<file path="config.mk">
export PLATFORM = sky130hd
export DESIGN_NAME = mips_port_uart_tx
export DESIGN_NICKNAME = d
export VERILOG_FILES = /design/src/rtl/mips_port_uart_tx.sv
export SDC_FILE = /design/constraint.sdc
export NUM_CORES = 1
export LEC_CHECK = 0
export CORE_MARGIN = 2
export CORE_UTILIZATION = 25
export CTS_CLUSTER_DIAMETER = 50
export DETAILED_ROUTE_END_ITERATION = 12
export PLACE_DENSITY = 0.4
export SYNTH_ARGS = -nofsm -noshare
export SYNTH_HDL_FRONTEND = slang
export SYNTH_SLANG_ARGS = --single-unit
</file>
<file path="constraint.sdc">
create_clock -name clk -period 2.8 [get_ports clk]
set_clock_uncertainty 0.05 [all_clocks]
set_input_delay 0.56 -clock clk [delete_from_list [all_inputs] [get_ports clk]]
set_output_delay 0.56 -clock clk [all_outputs]
set_load 0.02 [all_outputs]
</file>
<file path="src/rtl/mips_port_uart_tx.sv">
// Memory-mapped UART transmit port: byte FIFO feeding an 8N1 serializer with a polled status word.
// Define UART_TX_PARITY_EN to build 8E1 frames (adds an even-parity bit before the stop bit).
module mips_port_uart_tx #(
  parameter int CLKS_PER_BIT = 434,
  parameter int FIFO_DEPTH   = 8
) (
  input  logic                          clk,
  input  logic                          reset,
  input  logic                          wr_en,
  input  logic [7:0]                    wr_data,
  input  logic                          ovf_clr,
  output logic                          tx,
  output logic [7:0]                    port_status,
  output logic [$clog2(FIFO_DEPTH):0]   fifo_count
);

  localparam int AW = $clog2(FIFO_DEPTH);
  localparam int CW = AW + 1;
  localparam int TW = $clog2(CLKS_PER_BIT);
  localparam logic [CW-1:0] FULL_CNT = CW'(FIFO_DEPTH);
  localparam logic [TW-1:0] BIT_LAST = TW'(CLKS_PER_BIT - 1);

  typedef enum logic [2:0] {
    S_IDLE   = 3'd0,
    S_START  = 3'd1,
    S_DATA   = 3'd2,
`ifdef UART_TX_PARITY_EN
    S_PARITY = 3'd3,
`endif
    S_STOP   = 3'd4
  } state_e;

  state_e          state_q;
  logic [7:0]      shift_q;
  logic [TW-1:0]   tmr_q;
  logic [2:0]      bit_idx_q;
  logic            tx_q;
  logic [AW-1:0]   wr_ptr_q;
  logic [AW-1:0]   rd_ptr_q;
  logic [CW-1:0]   count_q;
  logic [CW-1:0]   count_d;
  logic            ovf_q;
  logic            ovf_d;
  logic [7:0]      mem_q [FIFO_DEPTH];

`ifdef UART_TX_PARITY_EN
  logic            parity_q;

  function automatic logic even_parity(input logic [7:0] data);
    return ^data;
  endfunction
`endif

  logic empty_s;
  logic full_s;
  logic busy_s;
  logic pop_s;
  logic accept_s;
  logic ovf_set_s;

  assign empty_s   = (count_q == {CW{1'b0}});
  assign full_s    = (count_q == FULL_CNT);
  assign busy_s    = (state_q != S_IDLE);
  assign pop_s     = (state_q == S_IDLE) && !empty_s;
  assign accept_s  = wr_en && (!full_s || pop_s);
  assign ovf_set_s = wr_en && full_s && !pop_s;

  // A write that races a pop into a full FIFO leaves occupancy unchanged.
  always_comb begin
    count_d = count_q;
    case ({accept_s, pop_s})
      2'b10:   count_d = count_q + CW'(1);
      2'b01:   count_d = count_q - CW'(1);
      default: count_d = count_q;
    endcase
    if (ovf_set_s) begin
      ovf_d = 1'b1;
    end else if (ovf_clr) begin
      ovf_d = 1'b0;
    end else begin
      ovf_d = ovf_q;
    end
  end

  always_ff @(posedge clk or posedge reset) begin
    if (reset) begin
      wr_ptr_q <= {AW{1'b0}};
      rd_ptr_q <= {AW{1'b0}};
      count_q  <= {CW{1'b0}};
      ovf_q    <= 1'b0;
    end else begin
      if (accept_s) wr_ptr_q <= wr_ptr_q + AW'(1);
      if (pop_s)    rd_ptr_q <= rd_ptr_q + AW'(1);
      count_q <= count_d;
      ovf_q   <= ovf_d;
    end
  end

  // Storage needs no reset: occupancy alone decides which entries are live.
  always_ff @(posedge clk) begin
    if (accept_s) mem_q[wr_ptr_q] <= wr_data;
  end

  always_ff @(posedge clk or posedge reset) begin
    if (reset) begin
      state_q   <= S_IDLE;
      shift_q   <= 8'h00;
      tmr_q     <= {TW{1'b0}};
      bit_idx_q <= 3'd0;
      tx_q      <= 1'b1;
`ifdef UART_TX_PARITY_EN
      parity_q  <= 1'b0;
`endif
    end else begin
      case (state_q)
        S_IDLE: begin
          tx_q <= 1'b1;
          if (pop_s) begin
            shift_q <= mem_q[rd_ptr_q];
`ifdef UART_TX_PARITY_EN
            parity_q <= even_parity(mem_q[rd_ptr_q]);
`endif
            tmr_q   <= BIT_LAST;
            tx_q    <= 1'b0;
            state_q <= S_START;
          end
        end
        S_START: begin
          if (tmr_q == {TW{1'b0}}) begin
            tmr_q     <= BIT_LAST;
            bit_idx_q <= 3'd0;
            tx_q      <= shift_q[0];
            state_q   <= S_DATA;
          end else begin
            tmr_q <= tmr_q - TW'(1);
          end
        end
        S_DATA: begin
          if (tmr_q == {TW{1'b0}}) begin
            tmr_q <= BIT_LAST;
            if (bit_idx_q == 3'd7) begin
`ifdef UART_TX_PARITY_EN
              tx_q    <= parity_q;
              state_q <= S_PARITY;
`else
              tx_q    <= 1'b1;
              state_q <= S_STOP;
`endif
            end else begin
              bit_idx_q <= bit_idx_q + 3'd1;
              shift_q   <= {1'b0, shift_q[7:1]};
              tx_q      <= shift_q[1];
            end
          end else begin
            tmr_q <= tmr_q - TW'(1);
          end
        end
`ifdef UART_TX_PARITY_EN
        S_PARITY: begin
          if (tmr_q == {TW{1'b0}}) begin
            tmr_q   <= BIT_LAST;
            tx_q    <= 1'b1;
            state_q <= S_STOP;
          end else begin
            tmr_q <= tmr_q - TW'(1);
          end
        end
`endif
        S_STOP: begin
          tx_q <= 1'b1;
          if (tmr_q == {TW{1'b0}}) begin
            state_q <= S_IDLE;
          end else begin
            tmr_q <= tmr_q - TW'(1);
          end
        end
        default: begin
          tx_q    <= 1'b1;
          state_q <= S_IDLE;
        end
      endcase
    end
  end

  assign tx          = tx_q;
  assign port_status = {4'b0000, ovf_q, busy_s, full_s, empty_s};
  assign fifo_count  = count_q;

endmodule

</file>
After elaboration in Yosys (flattened, before gate mapping)
Memory sizes are Yosys's and may differ from the RTL's.
Cells that the tools add are included.

operators by class
  equality and inequality tests = 14
  reductions and logical operators = 23
  mux-type cells = 27
  add/sub/neg operators = 6

operators by type and width
  operator               count
  $mux W9                3
  $pmux W9 S3            1
  $mux W8                3
  $mux W3                7
  $pmux W8 S2            1
  $ne A2 B2 Y1 const B   7
  $pmux W3 S4            1
  $add A3 B1 Y3 const B  3
  $logic_not A9 Y1       1
  $sub A9 B1 Y9 const B  1
  $mux W1                8
  $pmux W4 S2            1
  $reduce_and A4 Y1      2
  $reduce_bool A2 Y1     4
  $eq A3 B3 Y1 const B   2
  $pmux W3 S2            1
  $reduce_bool A3 Y1     2
  $reduce_and A5 Y1      1
  $add A4 B1 Y4 const B  1
  $eq A4 B4 Y1 const B   1
  $logic_and A1 B1 Y1    4
  $logic_not A4 Y1       1
  $sub A4 B1 Y4 const B  1
  $eq A3 B1 Y1 const B   1
  10 further kinds       12

word-level totals
  flip-flop bits (word level) = 35
  bits in writable memories = 64
  word-level logic and storage cells = 80
  memories = 1

memory list
  memory  depth  bits a word  rd ports  clocked after Yosys merged registers in  wr ports  RTL line  text
  mem_q   8      8            1         0                                        1         44        logic [7:0] mem_q [FIFO_DEPTH];

Logic depth before layout (Yosys ltp)
  word-level depth = 7
  mapped depth = 9
  gate-level depth less buffers = 8

Worst setup path after synthesis
Ideal clock, no wire load.

  path kind = reg2reg
  from = register state_q[0]
  to = memory mem_q[0][0] (enable)
  library setup time = 0.383 ns
  setup slack = 0.281 ns
  path buffers = 1
  required time = 2.367 ns
  cell stages (with the launch flop) = 7
  arrival = 2.085 ns
  cell sequence = dfrtp_1 > clkbuf_1 > nor3_1 > inv_1 > a21boi_1 > nand2b_1 > nor3_1

on the way
  word-level cells in the longest chain between the ends = 6

ends and longest elaborated chain
  element                        RTL line  text
  start: declaration             33        state_e state_q;
  start signal: assignment       106       state_q <= S_IDLE;
  start signal: assignment       125       state_q <= S_START;
  start signal: assignment       133       state_q <= S_DATA;
  $logic_not A3 Y1               64        assign pop_s = (state_q == S_IDLE) && !empty_s;
  $logic_and A1 B1 Y1            64
  $logic_or A1 B1 Y1             65        assign accept_s = wr_en && (!full_s || pop_s);
  $logic_and A1 B1 Y1            65
  $mux W1                        101       if (accept_s) mem_q[wr_ptr_q] <= wr_data;
  $mux W1 (not written as such)  101
  end: declaration               44

Every way passes these cells.

Final worst setup path
  from = register count_q[0] (netlist: fifo_count[0])
  to = output port_status[1]

on the way
  word-level cells in the longest chain between the ends = 1

ends and longest elaborated chain
  element                   RTL line  text
  start: declaration        40        logic [CW-1:0] count_q;
  start signal: assignment  89        count_q <= {CW{1'b0}};
  start signal: assignment  94        count_q <= count_d;
  $eq A4 B4 Y1              62        assign full_s = (count_q == FULL_CNT);
  end: declaration          13        output logic [7:0] port_status,

Every way passes these cells.

==> run metrics <==
Top delay family on crit path buffers and inverters; FF-to-FF End tmr_q[3]; ys async rst share roughly 35%; #FFs+latches synth roughly 100; Die Width roughly 140 um; number of core rows 48; CP required between 2 and 2.5 ns; count of final max-slew check failures 0; H-tree Lvls 3; power per cell area around 720 nW/um2; Syn Area/Cell between 10 and 15 um2; die area 18550 um2; TritonCTS Buffers 9; WS Path Type reg2out; all-layer global routing usage ~11%; Clk pin slew, worst setup/hold paths ~0.07 ns; core area about 17000 um2; most frequently used flop master after synthesis edfxtp_1; total power 3.736 mW; Slew @ Worst Pin 0.6399 ns; starting density of the core about a quarter; dpl hpwl 6110 um; hold path depth 1; Crit. End Element output port; worst-path maximum fanout 7; MaxCap Viol Count 0; Buf/Inv on CP 1; Via density 4.438; Filler cells around 1.7k; worst vdd ir roughly 470 uV; gpl congestion ~0.7; R2R setup slack about 0.20 ns; Post-synth top cells 64 x edfxtp_1, 34 x dfrtp_1, 24 x mux2_2, 22 x a21oi_1, 22 x nor2_1; crit path cell chain nor4_1 > clkdlybuf4s50_1; cell count after synthesis 324; nets 375; IO buf count 20; Worst-Skew Late Latency 0.35 ns; ratio of cells with drive above 1 in the final layout between 20% and 30%; unrepaired setup endpoints after global routing false; area delta synth->final 18.93%; final routed DRC violation total 0; pre-CTS setup slack 0.2157 ns; total grt overflow 0; CTS tree done; fin crit period 2.670 ns; root buffer cell clkbuf_16; Worst Reg-to-Reg Cells 7; master of the slowest instance on the critical path clkdlybuf4s50_1; post-route ant nets 0; wire per inst 15.59 um; Die Ht 136.2 um; first-pass GRT wire length roughly 15000 um; post-CTS setup buffers 0; via count ~2.6k; PnR worst setup slack about 0.13 ns; worst hold path type reg2reg; sequential area share after synthesis between 60 and 70%; maximum clock path buffer count 2; Distinct cells, synth between 50 and 60; Max Freq approximately 0.37 GHz; Leakage about 1.8 nW; # setup viols final 0; Worst Hold Endpoint bit_idx_q[0]; pin count of the biggest net entering global routing 36; initial DRC count roughly 120; Ports 25; CP Launch Type flip-flop; Final Hold Fails 0; # clock sinks approximately 100; diode count 0; Ys Warns 0; Slew HR a little under three fifths; RR Startpoint tmr_q[0]; Synth area leader edfxtp_1; Worst Hold Launch bit_idx_q[0]; Post-Synthesis Cell Area between 4000 and 5000 um2; Post-synth EDFFs 64; vias in the first global route between 2k and 3k; crit-path max cell delay 0.71 ns; Synth top area share a little over two fifths; antenna violations before repair 0; DRT Pass-1 Iters 4; Final Cycle Share between 90% and 100%; status finished, final reports clean; ranking of synthesized cells by area edfxtp_1 44%, dfrtp_1 19%, mux2_2 6.2%, mux4_2 2.6%, a21oi_1 2.5%; CP arrival around 2 ns; routed wire length a little over 9000 um; most common cell in the netlist edfxtp_1; Setup TNS Final 0 ns
-- worst max path at each step --
stage               cells past startpoint        endpoint     startpoint  slack (ns)
floorplan                               6     mem_q[0][0]     state_q[0]        0.28
global placement                        7        tmr_q[3]       tmr_q[0]        0.25
detailed placement                      7        tmr_q[7]       tmr_q[0]        0.22
CTS                                     2  port_status[1]  fifo_count[0]        0.16
global route                            3  port_status[2]     state_q[0]        0.07
finish                                  2  port_status[1]  fifo_count[0]        0.13
-- final cells by class --
class                   instances  area (um2)  area share, %
multi-input cells             198        1430          27.52
well taps                     225       281.5          5.418
flip-flops and latches         99        2799          53.86
clock buffers                   9       225.2          4.334
repair buffers                 39       341.6          6.574
inverters                      10       37.54         0.7224
clock inverters                 7       81.33          1.565
-- cell families (layout without fill, tap and decap cells) --
group / Yosys count / after routing / synth area share, %
DFF: 99 / 99 / 64.06
AOI/OAI and AO/OA: 69 / 69 / 10.71
other: 1 / 4 / 0.08583
xor gates and xnor gates: 7 / 7 / 1.403
buffers and inverters: 30 / 65 / 3.465
and+or+nand+nor: 82 / 82 / 9.565
muxes: 30 / 30 / 8.992
adders and majority gates: 6 / 6 / 1.718
-- routing by layer --
layer | vias to the layer above | global-route usage (%) | wire length, um
met3 | 7 | 2.946 | 227
li1 | 1282 | - | -
met1 | 1292 | 13.34 | 4363
met2 | 24 | 17.73 | 4405
met4 | 0 | 4.167 | 154
met5 | - | 0 | 0
-- metrics by stage --
stage | instances | hold WS, ns | utilization, % | cell area [um2]
2_1_floorplan | 327 | 0.4132 | - | 4380
3_3_place_gp | 571 | 0.4320 | 28.47 | 4891
3_5_place_dp | 571 | 0.4472 | 28.47 | 4891
4_1_cts | 587 | 0.4549 | 30.25 | 5196
5_1_grt | 587 | 0.4785 | 30.25 | 5196
6_report | 587 | 0.4468 | 30.25 | 5196
-- flip-flops by register name, indices dropped and copies added, names as in the netlist --
name and cells:
bit_idx_q 3, fifo_count 4, mem_q 64, ovf_q 1, rd_ptr_q 3, shift_q 8
state_q 3, tmr_q 9, tx 1, wr_ptr_q 3
-- repair_timing --
| action | in CTS | in global routing |
|---|---|---|
| hold buffers | 0 | 0 |
| setup endpoints to repair | 1 | 0 |
| gates resized for setup | 1 | 0 |
-- report_power, final --
part	internal [mW]	switching, mW	total (mW)	leakage (nW)
Clock	0.707	0.568	1.28	0.152
Combinational	0.261	0.320	0.581	0.681
Sequential	1.77	0.112	1.88	1.01
-- layout by cell type (no fill, tap or decap), drive strengths merged, types with 2 or more instances in the layout --
master,instances
or3b,2
o2bb2ai,2
nand2b,10
clkdlybuf4s50,19
nor2,22
nand3b,2
dfrtp,34
clkinv,3
edfxtp,64
or4,3
o22ai,16
o21ai,11
a21oi,22
nand3,3
clkbuf,9
xnor2,4
inv,13
o22a,2
xor2,3
a2bb2oi,2
mux2,24
conb,4
ha,6
buf,19
nor2b,2
nand2,18
nor3,14
a32o,2
mux4,5
a21o,2
No activity file was read; power rests on OpenSTA's default activity.
